==> src/rtl/regfile_pkg.sv <==
// Shared types and constants for the register-file write-back arbiter.
// Holds the arbiter FSM encoding and default register-file geometry.
package regfile_pkg;
  localparam int REG_ADDR_W = 5;
  localparam int REG_DATA_W = 32;
  localparam int ZERO_REG   = 0;

  typedef enum logic {
    ARB_IDLE  = 1'b0,
    ARB_WRITE = 1'b1
  } arb_state_t;
endpackage

==> src/rtl/rr_arb2.sv <==
// Two-way round-robin pick: grants requester ptr on contention, else the lone valid one.
// Purely combinational, zero latency; a grant is only ever given to a valid requester.
// No backpressure of its own; the caller gates the grant with its stall conditions.
module rr_arb2 (
  input  logic       valid0,
  input  logic       valid1,
  input  logic       ptr,
  output logic [1:0] grant
);
  assign grant[0] = valid0 & (~valid1 | ~ptr);
  assign grant[1] = valid1 & (~valid0 | ptr);
endmodule

==> src/rtl/regfile_wb_arbiter.sv <==
// Arbitrates two write-back requesters onto one register-file write port; writes land 1 cycle after grant.
// hold or reset drops both readies; optional read forwarding under REGFILE_ARB_FWD_EN.
module regfile_wb_arbiter
  import regfile_pkg::*;
#(
  parameter int DATA_W = REG_DATA_W,
  parameter int ADDR_W = REG_ADDR_W
) (
  input  logic              clk,
  input  logic              reset,
  input  logic              req0_valid,
  input  logic [ADDR_W-1:0] req0_rd,
  input  logic [DATA_W-1:0] req0_data,
  output logic              req0_ready,
  input  logic              req1_valid,
  input  logic [ADDR_W-1:0] req1_rd,
  input  logic [DATA_W-1:0] req1_data,
  output logic              req1_ready,
  input  logic              hold,
  output logic              rf_en,
  output logic              rf_writeEn,
  output logic [ADDR_W-1:0] rf_rd,
  output logic [DATA_W-1:0] rf_dataIn,
  output logic [15:0]       wr_count
`ifdef REGFILE_ARB_FWD_EN
  ,
  input  logic [ADDR_W-1:0] rs1,
  input  logic [ADDR_W-1:0] rs2,
  input  logic [DATA_W-1:0] rf_readOut1,
  input  logic [DATA_W-1:0] rf_readOut2,
  output logic [DATA_W-1:0] readOut1,
  output logic [DATA_W-1:0] readOut2
`endif
);

  arb_state_t        state;
  logic              ptr;
  logic [1:0]        grant;
  logic              open;
  logic              xfer0;
  logic              xfer1;
  logic [ADDR_W-1:0] sel_rd;
  logic [DATA_W-1:0] sel_data;

  rr_arb2 u_rr (
    .valid0 (req0_valid),
    .valid1 (req1_valid),
    .ptr    (ptr),
    .grant  (grant)
  );

  assign open       = reset & ~hold;
  assign req0_ready = grant[0] & open;
  assign req1_ready = grant[1] & open;
  assign xfer0      = req0_valid & req0_ready;
  assign xfer1      = req1_valid & req1_ready;
  assign sel_rd     = xfer1 ? req1_rd   : req0_rd;
  assign sel_data   = xfer1 ? req1_data : req0_data;

  assign rf_en = reset;

  // A captured request always lands next cycle, even if hold rises meanwhile;
  // x0 targets are accepted but never raise rf_writeEn.
  always_ff @(posedge clk) begin
    if (!reset) begin
      state      <= ARB_IDLE;
      ptr        <= 1'b0;
      rf_writeEn <= 1'b0;
      rf_rd      <= '0;
      rf_dataIn  <= '0;
      wr_count   <= '0;
    end else begin
      if (rf_writeEn)
        wr_count <= wr_count + 16'd1;
      if (xfer0 | xfer1) begin
        state      <= ARB_WRITE;
        ptr        <= ~xfer1;
        rf_rd      <= sel_rd;
        rf_dataIn  <= sel_data;
        rf_writeEn <= (sel_rd != ADDR_W'(ZERO_REG));
      end else begin
        if (state == ARB_WRITE)
          state <= ARB_IDLE;
        rf_writeEn <= 1'b0;
      end
    end
  end

`ifdef REGFILE_ARB_FWD_EN
  assign readOut1 = (rf_writeEn && rf_rd == rs1) ? rf_dataIn : rf_readOut1;
  assign readOut2 = (rf_writeEn && rf_rd == rs2) ? rf_dataIn : rf_readOut2;
`endif

endmodule

==> config.mk <==
export PLATFORM = sky130hd
export DESIGN_NAME = regfile_wb_arbiter
export DESIGN_NICKNAME = d
export VERILOG_FILES = /design/src/rtl/regfile_pkg.sv /design/src/rtl/rr_arb2.sv /design/src/rtl/regfile_wb_arbiter.sv
export SDC_FILE = /design/constraint.sdc
export NUM_CORES = 1
export LEC_CHECK = 0
export CORE_MARGIN = 2
export CORE_UTILIZATION = 34
export CTS_CLUSTER_DIAMETER = 80
export DETAILED_ROUTE_END_ITERATION = 12
export PLACE_DENSITY_LB_ADDON = 0.3
export SYNTH_ARGS = -nofsm -noshare
export SYNTH_HDL_FRONTEND = slang
export SYNTH_SLANG_ARGS = --single-unit
==> constraint.sdc <==
create_clock -name clk -period 1.4 [get_ports clk]
set_input_delay 0.21 -clock clk [delete_from_list [all_inputs] [get_ports clk]]
set_output_delay 0.21 -clock clk [all_outputs]
set_load 0.03 [all_outputs]
# Word level (Yosys, flattened, before mapping)
# Cells that the tools add are included.
# word_totals
wordCells	25
memories	0
romBits	0
ram_bits	0
latchBits	0
in_bits	79
ff_bits	55
out_inout_bits	57
# op_classes
muxes	2
n_addsub	1
mul	0
bitwise_logic	15
div_mod_pow	0
shifts	0
n_reduce_logical	2
n_eq_ne	0
n_lt_le_gt_ge	0
# ops
operator	count
$mux W32	1
$add A16 B1 Y16 const B	1
$and A1 B1 Y1	7
$mux W5	1
$not A1 Y1	5
$reduce_bool A5 Y1	1
$or A1 B1 Y1	3
$reduce_and A2 Y1	1

# Depth between registers and ports, before layout
# Gate-level depths: netlist of run 1.
# depth
word_depth	7
mapped_depth	7
mapped_depth_nobuf	5

# By module
# From an unflattened synthesis of run 1, not the netlist that was laid out.
# hier_totals
cells_unflattened	319
area_unflattened_um2	2632.5
# by_module_without_submodules
module	seq_area_each_um2	n_inst	cells_each	area_per_inst_um2
regfile_wb_arbiter	1101.1	1	316	2613.8
rr_arb2	0.0	1	3	18.8

# Worst setup path after synthesis of run 1
# Ideal clock, no wire load.
# synth_path
kind	reg-to-reg
from	register wr_count[0]
to	register wr_count[14]
path_stages_with_launch	5
t_arrival_ns	1.636
period_less_slack_ns	1.706
slack_ns	-0.306
setup_time_ns	0.070
path_cell_list	dfxtp_1 -> ha_1 -> nand4_1 -> or4_1 -> a21oi_1
# synth_via
elab_chain_len	1
# synth_lines
item	line_no	text
start: declaration	regfile_wb_arbiter.sv:24	output logic [15:0] wr_count
start signal: assignment	regfile_wb_arbiter.sv:74	wr_count <= wr_count + 16'd1;
$add A16 B1 Y16	regfile_wb_arbiter.sv:74	
# Every way passes these cells.
# A chain may end at the register's enable or synchronous reset.

# Worst setup path after layout of run 1
# layout_path
from	register ptr
to	output port req1_ready
# layout_via
elab_chain_len	3
# layout_lines
item	line_no	text
start: declaration	regfile_wb_arbiter.sv:37	logic ptr;
start signal: assignment	regfile_wb_arbiter.sv:77	ptr <= ~xfer1;
$or A1 B1 Y1	rr_arb2.sv:11	assign grant[1] = valid1 & (~valid0 | ptr);
$and A1 B1 Y1	rr_arb2.sv:11	
$and A1 B1 Y1	regfile_wb_arbiter.sv:54	assign req1_ready = grant[1] & open;
end: declaration	regfile_wb_arbiter.sv:18	output logic req1_ready,
# Every way passes these cells.

==> impl_metrics.ini, run 1 <==
[run_status]
status = finished, violations left
failed_checks = negative setup slack

[clock_tree]
htreeDepth = 2
cts_tree = yes
clk_latency_ns = 0.31
path_clk_slew_ns = 0.10
cts-root-buf = clkbuf_8
cts_buffers = 5
cts.path.max_buffers = 2
cts.sinks = 55
postCtsHoldBufs = 0

[floorplanning]
dieArea_mm2 = 0.007677
dieHeight_um = 87.62
rows = 30
core-area_mm2 = 0.006794
start_util_pct = 34.99
die_x_um = 87.62
ioPinCount = 136

[critical_path]
cp-endpoint = req1_ready
path_cells = nor2b_2 > or2_4 > inv_4 > buf_12 > buf_8
path_class = reg -> out
rr_endpoint = wr_count[8]$_SDFFE_PN0P_
slowest_stage = dfxtp_2
reg2reg_setup_slack_ns = 0.01
crit_path_end_kind = output pin
required_ns = 1.19
critPathMaxStageDelay_ns = 0.36
r2r-start = wr_count[1]$_SDFFE_PN0P_
startpoint = ptr$_SDFFE_PN0P_
cp.arrival_ns = 1.26
startpoint_type = register
path_max_fanout = 8
r2r_cells = 5

[sta]
finalWorstSetupSlack_ns = -0.06890
setup_violations = 1
max_slew_margin_pct = 75.38
hold_violations = 0
period_share_pct = 104.9
rsz0062_at_grt = yes
worstMarginPinSlew_ns = 0.3708
fmax_mhz = 680.8
min_period_ns = 1.469
skew_ns = 0.007338
final_max_slew_viol_count = 0

[routing]
wl_met1_mm = 3.310
postRouteAntennaNets = 0
met2_length_mm = 4.131
first_pass_iters = 4
vias = 2820
top_layer = met4
drc = 0
via_per_inst = 4.991
route.detailed.wl_per_inst_um = 14.45
wl_met3_um = 575
drt_iter0_drc = 110
wl_mm = 8.166

[hold_path]
min_path_type = in -> reg

[finish]
num_antenna_cells = 0
drive_above_1_share_pct = 19.83
stdcell_count = 565
nets = 548
area_growth_pct = 82.74

[power]
powerDensity_mw_per_mm2 = 762.6
clock_power_share_pct = 26.0
seq_power_share_pct = 50.4
share_comb_of_total_power_pct = 23.5
p_int_w = 0.002374
switching_share_pct = 28.35
p_switching_w = 0.0009391
vdd_ir_drop_max_mv = 0.6008
p_leak_nw = 1.894
power_w = 0.003313

[placement]
place.gp.congestion = 0.8509
numPortBuffers = 135
dpl.cell_count = 542
dpl.hpwl_mm = 5.509

[yosys]
ys.flop_type = dfxtp_1
synth_area_leaders = dfxtp_1 46%, nor3_1 15%, o21ai_0 8.6%
yosys.area.top_type_share_pct = 46.32
ys_ff_latch = 55
synthCells = 306
avgSynthCellArea_um2 = 7.769
ys_seq_area_share_pct = 46.32
ys_warn_count = 0
synthArstFlopShare_pct = 0
yosys.area.top_type = dfxtp_1
synthesis.area_mm2 = 0.002377
synth.distinct_cells = 34
syn_nets = 386
synth_edf_count = 0

[grt]
grt_overflow = 0
grt_pass1_vias = 2728
grt_start_max_net_pins = 36
grt_util_all_layers_pct = 19.68
antenna_found_initial = 0
grt_pass1_wl_mm = 12.08

[flow_run]
cap_violations = 0
per-stage QoR:
step / area (µm²) / hold WS [ns] / utilization, % / TNS (ns) / worst slack [ns]
final: 4344 / 0.4591 / 63.94 / -0.06890 / -0.06890
after global routing: 4344 / 0.4751 / 63.94 / -0.3321 / -0.1245
after CTS: 4179 / 0.4393 / 61.51 / -0.09101 / -0.09101
after detailed placement: 4050 / 0.4680 / 59.61 / -13.35 / -0.3880
after global placement: 4050 / 0.4601 / 59.61 / -12.27 / -0.3293
after floorplan: 2435 / 0.3625 / - / -0.05238 / -0.02889
power groups by stage:
stage / Clock (W) / Sequential, W / Combinational, W
2_1_floorplan: 0 / 0.00186 / 0.000181
3_3_place_gp: 0 / 0.00171 / 0.000790
3_5_place_dp: 0 / 0.00171 / 0.000798
4_1_cts: 0.000887 / 0.00168 / 0.000769
5_1_grt: 0.000939 / 0.00168 / 0.000829
6_report: 0.000863 / 0.00167 / 0.000779
worst max-delay path, delay by kind of cell (launching register included):
kind | cells | cell delay, ns
buf+inv | 3 | 0.30
flops | 1 | 0.36
simple gates | 2 | 0.28
logic make-up (layout without fill, tap and decap cells):
| kind of cell | Yosys count | after routing | synth area share (%) |
|---|---|---|---|
| mux | 2 | 2 | 0.8421 |
| compound gates | 54 | 54 | 11.84 |
| flops | 55 | 55 | 46.32 |
| fa+ha+maj | 1 | 1 | 0.5262 |
| simple gates | 158 | 158 | 31.95 |
| buf+inv | 27 | 190 | 5.210 |
| xor+xnor | 9 | 9 | 3.316 |
cell type report:
class                           count  area (µm²)
Sequential cell                    55        1136
Multi-Input combinational cell    224        1294
Clock buffer                        7       76.32
Timing Repair Buffer              178        1695
Fill cell                         615        2450
Tap cell                           96       120.1
Inverter                            4       17.52
Clock inverter                      1       5.005
state kept, by name (all words and copies together) (netlist names):
name and flops:
ptr 1, rf_dataIn 32, rf_rd 5, rf_writeEn 1, wr_count 16
worst min-delay path by stage:
stage / start / endpoint / slack (ns) / cells after the start
global route: req1_data[28] / rf_dataIn[28]$_SDFFE_PN0P_ / 0.48 / 3
finish: hold / ptr$_SDFFE_PN0P_ / 0.46 / 4
CTS: hold / ptr$_SDFFE_PN0P_ / 0.44 / 4
floorplan: req1_rd[0] / rf_rd[0]$_SDFFE_PN0P_ / 0.36 / 2
global placement: wr_count[15]$_SDFFE_PN0P_ / wr_count[15]$_SDFFE_PN0P_ / 0.46 / 2
detailed placement: wr_count[15]$_SDFFE_PN0P_ / wr_count[15]$_SDFFE_PN0P_ / 0.47 / 2
layout by cell type (no fill, tap or decap), types with 6 or more instances in the layout:
master           synthesis  layout
nor3_1                  72      65
nor2_1                  44      44
nand2_1                 16      16
nor3_2                   0       7
o21ai_0                 41      41
dfxtp_2                  0       7
dlygate4sd2_1            0      55
dfxtp_4                  0       7
buf_4                    4      33
xnor2_1                  6       6
buf_6                    0       6
dfxtp_1                 55      41
clkdlybuf4s50_1          0      74
metal layers:
metal,vias up,global-route usage [%]
met5,-,0
met4,0,7.273
met3,14,6.221
met2,93,34.23
met1,1324,22.61
li1,1389,-
what timing repair did:
action | CTS | global route
pin swaps | 3 | 8
gates resized for setup | 75 | 27
endpoints found under the setup margin | 89 | 35
gates cloned | 1 | 0
setup buffers | 4 | 10
Yosys cell counts, drive strengths merged, types with 5 or more instances:
library cell	number
a21oi	5
buf	11
clkbuf	12
dfxtp	55
nand2	16
nor2	44
nor3	72
o21ai	42
or3	5
xnor2	6
Note: power is estimated with default switching activity, not from simulation.
==> run 2, diff against run 1 <==
--- a/config.mk
+++ b/config.mk
@@ -9,6 +9,7 @@
 export CORE_UTILIZATION = 34
 export CTS_CLUSTER_DIAMETER = 80
 export DETAILED_ROUTE_END_ITERATION = 12
+export GPL_TIMING_DRIVEN = 0
 export PLACE_DENSITY_LB_ADDON = 0.3
 export SYNTH_ARGS = -nofsm -noshare
 export SYNTH_HDL_FRONTEND = slang
==> run 2 against run 1 <==
- the run still ends with negative setup slack left
- critical endpoint is now wr_count[14]$_SDFFE_PN0P_
- sequential cell count is the same
- maximum frequency shrank 0.24%
- combinational power shrank 4.9%
- highest routed layer unchanged
- core utilization shrank 1.9 points
- sequential share of layout area grew 0.86 points
- sequential power is essentially flat
- largest power group unchanged
- largest cell class unchanged
==> impl_metrics.ini, run 2 (same netlist as run 1, synthesis figures left out) <==
[run_status]
status = finished, violations left
failed_checks = negative setup slack

[grt]
grt_overflow = 0
grt_start_max_net_pins = 18
grt_util_all_layers_pct = 20.28
grt_pass1_vias = 2657
grt_pass1_wl_mm = 12.43
antenna_found_initial = 0

[power]
p_switching_w = 0.0009602
switching_share_pct = 26.21
clock_power_share_pct = 34.2
seq_power_share_pct = 45.6
share_comb_of_total_power_pct = 20.2
p_leak_nw = 1.839
p_int_w = 0.002703
vdd_ir_drop_max_mv = 0.4765
powerDensity_mw_per_mm2 = 869.0

[critical_path]
path_class = reg -> reg
startpoint_type = register
critPathMaxStageDelay_ns = 0.46
slowest_stage = or4_4
cp.arrival_ns = 1.72
path_max_fanout = 5
critPathBufInv = 0
required_ns = 1.64
path_cells = and4_1 > nand3_1 > or4_4 > a21oi_2
crit_path_end_kind = register
cp_top_family = simple AND/OR/NAND/NOR gates

[routing]
first_pass_iters = 4
drt_iter0_drc = 94
postRouteAntennaNets = 0
wl_mm = 8.014
route.detailed.wl_per_inst_um = 14.31
drc = 0
via_per_inst = 4.921
vias = 2756

[finish]
nets = 543
largest_registers = rf_dataIn (32), wr_count (16), rf_rd (5)
num_antenna_cells = 0
mostFrequentLayoutCell = clkdlybuf4s50_1
multi_input_comb_area_mm2 = 0.001252
seq_area_mm2 = 0.001139
final_cell_mix = 74 x clkdlybuf4s50_1, 70 x nor3_1, 57 x dlygate4sd2_1
fillers = 612
final_core_util_pct = 62.04
design_area_mm2 = 0.004215
area_growth_pct = 77.32
top_register = rf_dataIn
drive_above_1_share_pct = 15.73
largest_reg_flops = 32

[floorplanning]
rows = 30
die_x_um = 87.62
ioPinCount = 136
start_util_pct = 34.99
dieHeight_um = 87.62
core-area_mm2 = 0.006794
dieArea_mm2 = 0.007677

[sta]
hold_violations = 0
finalWorstSetupSlack_ns = -0.07239
max_slew_margin_pct = 66.55
hold-worst-slack_ns = 0.3942
period_share_pct = 105.2
skew_ns = 0.005967
worstMarginPinSlew_ns = 0.5017
fmax_mhz = 679.2
setup_violations = 3
final_max_slew_viol_count = 0
min_period_ns = 1.472
rsz0062_at_grt = yes

[placement]
place.gp.congestion = 0.8042
numPortBuffers = 135
post_dp_cell_area_mm2 = 0.003906
dpl.hpwl_mm = 5.756
place_ws_ns = -1.028

[clock_tree]
cts_tree = yes
cts_buffers = 5
path_clk_slew_ns = 0.10
htreeDepth = 2
cts.path.max_buffers = 2
clk_latency_ns = 0.31
cts.sinks = 55
cts-root-buf = clkbuf_8

[flow_run]
cap_violations = 0

[hold_path]
min_path_type = in -> reg
[run 2: changes by cell type in the layout (fill, tap and decap cells not counted), sizes merged, moves of 2 or more]
| cell | delta |
|---|---|
| buf | -17 |
| bufinv | +2 |
| clkbuf | +7 |
| dlygate4sd2 | +2 |
[run 2: area by class of cell]
class	count	share of cell area, %
Sequential cell	55	27.01
Tap cell	96	2.850
Clock buffer	5	1.633
Buffer	22	3.235
Multi-Input combinational cell	224	29.71
Clock inverter	3	1.603
Inverter	4	0.4156
Timing Repair Buffer	151	33.54
[run 2: per-layer routing]
layer	vias up	GRT usage [%]	wire [µm]
met5	-	0	0
met4	0	5.315	108
met3	8	6.692	612
met2	92	35.47	4033
met1	1277	23.86	3260
li1	1379	-	-
[run 2: repair_timing]
item,CTS,global route
gates resized for setup,95,23
pin swaps,4,7
setup buffers,8,7
cloned,0,1
hold buffers,0,0
endpoints found under the setup margin,108,42
[run 2: per-stage QoR]
step	instances	power (W)	setup TNS, ns
after floorplan	306	0.002038	-0.05238
after global placement	537	0.002467	-32.40
after detailed placement	537	0.002478	-34.28
after CTS	552	0.003679	-0.1541
after global routing	560	0.003817	-1.174
final	560	0.003663	-0.1796
[run 2: worst paths after layout]
kind	startpoint	endpoint	slack (ns)	depth (start not counted)
max reg2reg	wr_count[9]$_SDFFE_PN0P_	wr_count[14]$_SDFFE_PN0P_	-0.07	4
min	hold	ptr$_SDFFE_PN0P_	0.39	3
min reg2reg	wr_count[15]$_SDFFE_PN0P_	wr_count[15]$_SDFFE_PN0P_	0.48	2
max	wr_count[9]$_SDFFE_PN0P_	wr_count[14]$_SDFFE_PN0P_	-0.07	4
[run 2: worst reg2reg max path: cells and delay by family, from the launching register on]
| kind | cells | cell delay [ns] |
|---|---|---|
| AND/OR/NAND/NOR | 3 | 0.91 |
| flip-flops | 1 | 0.39 |
| AO/OA/AOI/OAI | 1 | 0.12 |
[run 2: power groups by stage]
stage	Clock [W]	Sequential (W)	Combinational, W
floorplan	0	0.00186	0.000181
global placement	0	0.00171	0.000756
detailed placement	0	0.00171	0.000764
CTS	0.00128	0.00167	0.000728
global route	0.00134	0.00168	0.000795
finish	0.00125	0.00167	0.000741
==> run 3, diff against run 2 <==
--- a/config.mk
+++ b/config.mk
@@ -6,11 +6,12 @@
 export NUM_CORES = 1
 export LEC_CHECK = 0
 export CORE_MARGIN = 2
-export CORE_UTILIZATION = 34
+export CORE_UTILIZATION = 41
 export CTS_CLUSTER_DIAMETER = 80
 export DETAILED_ROUTE_END_ITERATION = 12
 export GPL_TIMING_DRIVEN = 0
 export PLACE_DENSITY_LB_ADDON = 0.3
+export SLEW_MARGIN = 20
 export SYNTH_ARGS = -nofsm -noshare
 export SYNTH_HDL_FRONTEND = slang
 export SYNTH_SLANG_ARGS = --single-unit
==> constraint.sdc (replaced) <==
create_clock -name clk -period 1.9 [get_ports clk]
set_input_delay 0.285 -clock clk [delete_from_list [all_inputs] [get_ports clk]]
set_output_delay 0.285 -clock clk [all_outputs]
set_load 0.03 [all_outputs]
==> run 3 against run 2 <==
- the run now ends clean
- cell area down 7.4%
- sequential power decreased by 26%
- wire length decreased by 2.0%
- via count increased by 0.51%
- die area down 16%
- register-to-register slack gained 0.24 ns
- first-iteration DRC count increased by 3.2%
- global-route usage rose by 4.3 points
- worst setup slack better by 0.13 ns
- sequential share of layout area increased by 1.2 points
- hold slack improved by 0.088 ns
- combinational power down 24%
- critical path type is now in -> out
- highest routed layer unchanged
==> impl_metrics.ini, run 3 (same netlist as run 1, synthesis figures left out) <==
[clock_tree]
htreeDepth = 2
cts.path.max_buffers = 2
cts-root-buf = clkbuf_8
path_clk_slew_ns = 0.09
cts_buffers = 5
cts.sinks = 55
clk_latency_ns = 0.30
cts_tree = yes

[finish]
fillers = 471
area_growth_pct = 64.26
largest_reg_flops = 32
top_register = rf_dataIn
num_antenna_cells = 0
final_cell_mix = 132 x clkdlybuf4s50_1, 72 x nor3_1, 55 x dfxtp_1
nets = 527
final_core_util_pct = 70.48
drive_above_1_share_pct = 4.464
stdcell_count = 520
mostFrequentLayoutCell = clkdlybuf4s50_1
largest_registers = rf_dataIn (32), wr_count (16), rf_rd (5)

[power]
powerDensity_mw_per_mm2 = 623.9
power_w = 0.002436
vdd_ir_drop_max_mv = 0.4072
p_leak_nw = 1.429

[routing]
route.detailed.wl_per_inst_um = 15.10
postRouteAntennaNets = 0
drt_iter0_drc = 97
drc = 0
via_per_inst = 5.327
vias = 2770
wl_mm = 7.850
first_pass_iters = 5

[critical_path]
cp-endpoint = req1_ready
path_max_fanout = 12
r2r-start = wr_count[0]$_SDFFE_PN0P_
path_class = in -> out
crit_path_end_kind = output pin
cp.arrival_ns = 1.55
startpoint_type = input pin
startpoint = hold
rr_endpoint = wr_count[14]$_SDFFE_PN0P_
required_ns = 1.62
reg2reg_setup_slack_ns = 0.17
r2r_cells = 4

[sta]
setup_violations = 0
rsz0062_at_grt = yes
min_period_ns = 1.840
max_slew_margin_pct = 63.48
fin_setup_tns_ns = 0
skew_ns = 0.008567
hold-worst-slack_ns = 0.4822
worstMarginPinSlew_ns = 0.5441
final_max_slew_viol_count = 0
hold_violations = 0
period_share_pct = 96.84
fmax_mhz = 543.5

[grt]
grt_pass1_wl_mm = 12.56
antenna_found_initial = 0
grt_overflow = 0
grt_start_max_net_pins = 16
grt_pass1_vias = 2822
grt_util_all_layers_pct = 24.62

[floorplanning]
rows = 27
dieArea_mm2 = 0.006423
dieHeight_um = 80.15
ioPinCount = 136
start_util_pct = 42.91
die_x_um = 80.15
core-area_mm2 = 0.005540

[placement]
dpl.hpwl_mm = 5.990
dpl.cell_count = 513
numPortBuffers = 135
place.gp.congestion = 0.8421

[flow_run]
cap_violations = 0

[run_status]
status = finished, final reports clean

[hold_path]
min_path_type = reg -> reg
## run 3: cell types whose count changed in the layout (fill, tap and decap cells not counted), moves of 3 or more
cell             before  now
clkdlybuf4s50_1      74  132
dlygate4sd2_1        57    1
buf_4                18    3
dfxtp_1              41   55
dfxtp_4               8    0
clkbuf_1              7   13
dfxtp_2               6    0
clkbuf_2              4    1
## run 3: worst min path at each step
stage	from	end	slack (ns)	depth (start not counted)
after floorplan	req1_rd[0]	rf_rd[0]$_SDFFE_PN0P_	0.44	2
after global placement	wr_count[15]$_SDFFE_PN0P_	wr_count[15]$_SDFFE_PN0P_	0.46	2
after detailed placement	wr_count[15]$_SDFFE_PN0P_	wr_count[15]$_SDFFE_PN0P_	0.47	2
after CTS	wr_count[15]$_SDFFE_PN0P_	wr_count[15]$_SDFFE_PN0P_	0.49	2
after global routing	wr_count[15]$_SDFFE_PN0P_	wr_count[15]$_SDFFE_PN0P_	0.52	2
final	wr_count[15]$_SDFFE_PN0P_	wr_count[15]$_SDFFE_PN0P_	0.48	2
## run 3: worst max-delay path: stages
cell	delay, ns
clkdlybuf4s50_1	0.46
nand3b_1	0.17
or2_2	0.34
inv_6	0.12
buf_4	0.17
## run 3: area by class of cell
class / instances / area, µm² / area share [%]
repair buffers: 135 / 1348 / 34.51
multi-input cells: 224 / 1152 / 29.51
flip-flops and latches: 55 / 1101 / 28.20
plain buffers: 22 / 112.6 / 2.884
well taps: 72 / 90.09 / 2.307
clock buffers: 7 / 76.32 / 1.954
inverters: 4 / 20.02 / 0.5127
clock inverters: 1 / 5.005 / 0.1282
## run 3: per-layer routing
layer	global-route usage (%)	share of wire [%]	vias up
li1	-	-	1344
met4	7.797	1.5	0
met1	29.23	42	1302
met3	5.169	7.5	10
met5	0	0	-
met2	44.08	49	114
## run 3: stage by stage
| stage | cell area (µm²) | setup slack (ns) |
|---|---|---|
| final | 3905 | 0.06005 |
| after CTS | 3890 | 0.004236 |
| after global routing | 3905 | -0.03111 |
| after floorplan | 2377 | 0.1938 |
| after detailed placement | 3819 | -0.6661 |
| after global placement | 3819 | -0.6646 |
## run 3: what timing repair did
| item | 4_1_cts | 5_1_grt |
|---|---|---|
| hold buffers | 0 | 0 |
| setup endpoints to repair | 3 | 19 |
| pin swaps | 0 | 1 |
| setup buffers | 0 | 0 |
| resized for setup | 8 | 7 |
## run 3: power by group
group | switching [W] | internal, W | total, W
sequential | 0.0000305 | 0.00121 | 0.00124
clock | 0.000373 | 0.000260 | 0.000634
combinational | 0.000277 | 0.000287 | 0.000564
total | 0.000681 | 0.00176 | 0.00244
